===== src/rtl/byte_capture_fifo.sv =====
// Samples the latched upstream byte on every enable and buffers it in a small FIFO
// behind a valid/ready stream; overflow drops are counted. Option: BYTE_CAPTURE_CHANGE_ONLY_EN.
module byte_capture_fifo #(
   parameter int DW    = 8,
   parameter int DEPTH = 4
) (
   input  logic                         i_clk,
   input  logic                         i_arst,
   input  logic                         i_en,
   input  logic [DW-1:0]                i_d,
   output logic [DW-1:0]                o_data,
   output logic                         o_valid,
   input  logic                         i_ready,
   output logic                         o_full,
   output logic                         o_empty,
   output logic [$clog2(DEPTH+1)-1:0]   o_count,
   output logic [7:0]                   o_drop_cnt
);

   localparam int AW = (DEPTH > 1) ? $clog2(DEPTH) : 1;
   localparam int CW = $clog2(DEPTH + 1);
   localparam logic [AW-1:0] PTR_ONE  = AW'(1);
   localparam logic [CW-1:0] CNT_ONE  = CW'(1);
   localparam logic [CW-1:0] CNT_FULL = CW'(DEPTH);
   localparam logic [CW-1:0] CNT_ZERO = CW'(0);
   localparam logic [7:0]    DROP_MAX = 8'hFF;

   logic [DW-1:0] mem_r [DEPTH];
   logic [AW-1:0] wr_ptr_r;
   logic [AW-1:0] rd_ptr_r;
   logic [CW-1:0] count_r;
   logic [CW-1:0] count_nxt_s;
   logic [7:0]    drop_cnt_r;
   logic          attempt_s;
   logic          push_s;
   logic          pop_s;
   logic          drop_s;
   logic          full_s;
   logic          empty_s;

   assign full_s  = (count_r == CNT_FULL);
   assign empty_s = (count_r == CNT_ZERO);

`ifdef BYTE_CAPTURE_CHANGE_ONLY_EN
   logic [DW-1:0] last_sample_r;
   logic          last_valid_r;

   // A byte equal to the previous attempt is suppressed rather than treated as a drop.
   assign attempt_s = i_en && (!last_valid_r || (i_d != last_sample_r));

   // Remember the last qualified attempt, whether it was stored or dropped.
   always_ff @(posedge i_clk) begin
      if (i_arst) begin
         last_sample_r <= {DW{1'b0}};
         last_valid_r  <= 1'b0;
      end else if (attempt_s) begin
         last_sample_r <= i_d;
         last_valid_r  <= 1'b1;
      end else begin
         last_sample_r <= last_sample_r;
         last_valid_r  <= last_valid_r;
      end
   end
`else
   assign attempt_s = i_en;
`endif

   // A pop frees a slot in the same cycle, so a full FIFO still accepts when popped.
   assign pop_s  = !empty_s && i_ready;
   assign push_s = attempt_s && (!full_s || pop_s);
   assign drop_s = attempt_s && full_s && !pop_s;

   // Occupancy update from the push/pop pair.
   always_comb begin
      count_nxt_s = count_r;
      case ({push_s, pop_s})
         2'b10:   count_nxt_s = count_r + CNT_ONE;
         2'b01:   count_nxt_s = count_r - CNT_ONE;
         default: count_nxt_s = count_r;
      endcase
   end

   // Storage, pointers, occupancy and the saturating drop counter.
   always_ff @(posedge i_clk) begin
      if (i_arst) begin
         for (int i = 0; i < DEPTH; i++) begin
            mem_r[i] <= {DW{1'b0}};
         end
         wr_ptr_r   <= {AW{1'b0}};
         rd_ptr_r   <= {AW{1'b0}};
         count_r    <= CNT_ZERO;
         drop_cnt_r <= 8'h00;
      end else begin
         if (push_s) begin
            mem_r[wr_ptr_r] <= i_d;
            wr_ptr_r        <= wr_ptr_r + PTR_ONE;
         end
         if (pop_s) begin
            rd_ptr_r <= rd_ptr_r + PTR_ONE;
         end
         count_r <= count_nxt_s;
         if (drop_s && (drop_cnt_r != DROP_MAX)) begin
            drop_cnt_r <= drop_cnt_r + 8'd1;
         end
      end
   end

   assign o_data     = mem_r[rd_ptr_r];
   assign o_valid    = !empty_s;
   assign o_empty    = empty_s;
   assign o_full     = full_s;
   assign o_count    = count_r;
   assign o_drop_cnt = drop_cnt_r;

endmodule

===== config.mk =====
export PLATFORM = sky130hd
export DESIGN_NAME = byte_capture_fifo
export DESIGN_NICKNAME = d
export VERILOG_FILES = /design/src/rtl/byte_capture_fifo.sv
export SDC_FILE = /design/constraint.sdc
export NUM_CORES = 1
export LEC_CHECK = 0
export ABC_AREA = 1
export CORE_ASPECT_RATIO = 0.9
export CORE_MARGIN = 5
export CORE_UTILIZATION = 50
export CTS_CLUSTER_SIZE = 25
export DETAILED_ROUTE_END_ITERATION = 7
export PLACE_DENSITY = 0.74
export SYNTH_ARGS = -nofsm -noshare
export SYNTH_HDL_FRONTEND = slang
export SYNTH_SLANG_ARGS = --single-unit

===== constraint.sdc =====
create_clock -name i_clk -period 2.05 [get_ports i_clk]
set_clock_uncertainty 0.05 [all_clocks]
set_input_delay 0.41 -clock i_clk [delete_from_list [all_inputs] [get_ports i_clk]]
set_output_delay 0.41 -clock i_clk [all_outputs]
set_load 0.05 [all_outputs]

==> results.py <==
metrics = {
    "critical_path": {
        "worstSetupStartpointType": "flip-flop",
        "crit_type": "flip-flop to output pin",
        "cpLargestDelayFamily": "buffers and inverters",
        "critPathBufInv": 1,
        "critPathArrivalTime_ns": 1.55,
        "endpoint_kind": "output pin",
        "worstPathMaxFanout": 5,
        "cp_slowest_cell": "clkdlybuf4s50_1",
        "crit_path_max_incr_delay_ns": 0.84,
        "crit_chain": "clkdlybuf4s50_1",
        "required_ns": 1.59,
    },
    "yosys": {
        "synth_top_area_cell": "edfxtp_1",
        "async_flop_share_pct": 0,
        "synth_seq_area_share_pct": 53.8,
        "synth_warnings": 0,
        "synth.top_cells.by_area": "edfxtp_1, dfxtp_1, nor2_1",
        "syn_inst": 262,
        "syn_area_per_cell_um2": 9.24,
        "ys_ff_latch": 49,
        "synth_edf_count": 32,
        "yosys.area.top_type_share_pct": 39.7,
        "synth_nets": 276,
        "syn_area_mm2": 0.00242,
        "synth_cell_types": 30,
        "ys.flop_type": "edfxtp_1",
    },
    "global_routing": {
        "grt_pass1_vias": 1773,
        "grt_pass1_wl_um": 8300,
        "grt_max_degree": 17,
        "grt-ovfl-total": 0,
        "grt_util_all_layers_pct": 16.1,
        "antenna_found_initial": 0,
    },
    "power": {
        "switchingPower_mw": 1.09,
        "power_frac_clock_pct": 20.4,
        "p_leak_nw": 1.28,
        "power_frac_seq_pct": 42.7,
        "power_density_mw_per_mm2": 928,
        "irDropWorstVdd_v": 0.000457,
        "sw_frac_of_total_pct": 38.4,
        "pwr-share-comb_pct": 37.0,
        "internal_power_mw": 1.74,
    },
    "timing": {
        "finalSetupViolations": 0,
        "rsz0062_at_grt": "yes",
        "max_freq_ghz": 0.497,
        "setup_ws_ns": 0.0378,
        "finalMaxSlewViolations": 0,
        "fin_crit_ns": 2.01,
        "final_hold_viol_count": 0,
        "worst_pin_slew_ns": 0.514,
        "relSlewSlack_pct": 65.6,
        "fin_tns_setup_ns": 0,
        "min_period_over_period_pct": 98.2,
    },
    "layout": {
        "layout_common_cells": "nor2_1, edfxtp_1, nand2_1",
        "nets": 328,
        "nFillCells": 402,
        "final_common_cell": "nor2_1",
        "drive_above_1_share_pct": 26.3,
        "n_antenna_cell": 0,
        "finalNonFillerCells": 380,
        "stdcell_area_mm2": 0.00304,
        "area_delta_synth_final_pct": 25.7,
        "final_util_pct": 63.7,
    },
    "placed_design": {
        "placed_area_mm2": 0.00293,
        "place.gp.congestion": 0.825,
        "dp_worst_setup_slack_ns": -0.0619,
        "port_buffers": 33,
        "dp.cells": 370,
        "place_hpwl_um": 3570,
    },
    "detailed_routing": {
        "drc": 0,
        "routed_wl_um": 4850,
        "drtIter0Drc": 164,
        "vias_per_cell": 4.99,
        "dr.pass1.iters": 4,
        "ant_nets": 0,
        "num_vias": 1897,
        "wire_per_inst_um": 12.8,
    },
    "floorplanning": {
        "core_area_mm2": 0.00477,
        "rows": 24,
        "die_x_um": 83.3,
        "dieHeight_um": 76.0,
        "io_pins": 34,
        "initial_core_util_pct": 50.7,
        "dieArea_mm2": 0.00633,
    },
    "clocking": {
        "htree_levels": 2,
        "root_buffer": "clkbuf_8",
        "hold_buffers": 0,
        "cts_tree": "built",
        "cts_buffer_depth": 2,
        "clk_latency_ns": 0.31,
        "clock_sinks": 49,
        "cts.reportedPaths.clkPinSlew_ns": 0.09,
        "cts_made_buffers": 5,
    },
    "hold_path": {
        "hold_path.class": "flip-flop to flip-flop",
    },
    "status": {
        "status": "completed",
    },
    "flow_run": {
        "max-cap-violations": 0,
    },
}
per-layer routing:
metal	global-route usage, %	up-vias	part of all wire (%)
met4	7.19	0	2.4
met1	22.6	865	45
met2	23.2	54	45
met5	0	-	0
li1	-	965	-
met3	4.22	13	7.1
repair_timing:
item / 4_1_cts / 5_1_grt
buffers inserted: 0 / 1
setup endpoints to repair: 0 / 10
gates resized for setup: 0 / 8
stage by stage:
step                      hold WS [ns]  power, mW
after floorplan                  0.386       1.90
after global placement           0.404       2.24
after detailed placement         0.410       2.26
after CTS                        0.425       2.82
after global routing             0.459       2.98
final                            0.420       2.83
registers in the layout, indices dropped and copies added (netlist names), named ones only:
signal	flops
rd_ptr_r	2
wr_ptr_r	2
o_drop_cnt	8
mem_r	32
o_count	3
cell usage after synthesis, types with 2 or more instances:
cell type and count:
nor2_1 41, edfxtp_1 32, nand2_1 27, inv_1 26
o21ai_0 26, dfxtp_1 17, a21oi_1 12, inv_2 12
nor2_4 11, nand3_1 8, nor3_1 8, o22ai_1 8
nand2_2 7, buf_2 4, nand2_4 3, nand4_1 3
xor2_1 3, clkinv_1 2
final timing paths:
kind | to | cells after the start | slack [ns] | from
setup / recovery | o_drop_cnt[7] | 1 | 0.04 | o_drop_cnt[7]
hold reg to reg | flip-flop | 1 | 0.42 | rd_ptr_r[0]
setup reg to reg | o_count[2] | 10 | 0.37 | o_count[2]
hold / removal | flip-flop | 1 | 0.42 | rd_ptr_r[0]
cells by family (layout without fill, tap and decap cells):
logic type	count (synthesis)	count (layout)	synth area share, %
AND/OR/NAND/NOR	113	113	25.5
flip-flops	49	49	53.8
AO/OA/AOI/OAI	48	48	10.4
buffers and inverters	47	100	7.86
XOR/XNOR	3	3	1.09
adder cells (fa/ha/maj)	2	2	1.34
power by group through the flow:
stage	Clock, mW	Combinational, mW	Sequential [mW]
floorplan	0	0.630	1.27
global placement	0	1.02	1.22
detailed placement	0	1.04	1.22
CTS	0.578	1.04	1.20
global route	0.643	1.12	1.22
finish	0.575	1.04	1.21
final cells by class:
type | instances | area, um^2 | share of cell area (%)
Sequential cell | 49 | 1310 | 42.9
Multi-Input combinational cell | 166 | 928 | 30.5
Timing Repair Buffer | 48 | 458 | 15.0
Inverter | 43 | 174 | 5.72
Tap cell | 65 | 81.3 | 2.67
Clock buffer | 5 | 68.8 | 2.26
Clock inverter | 3 | 21.3 | 0.699
Timing Repair inverter | 1 | 5.00 | 0.164
Power figures use the tool's default switching activity.
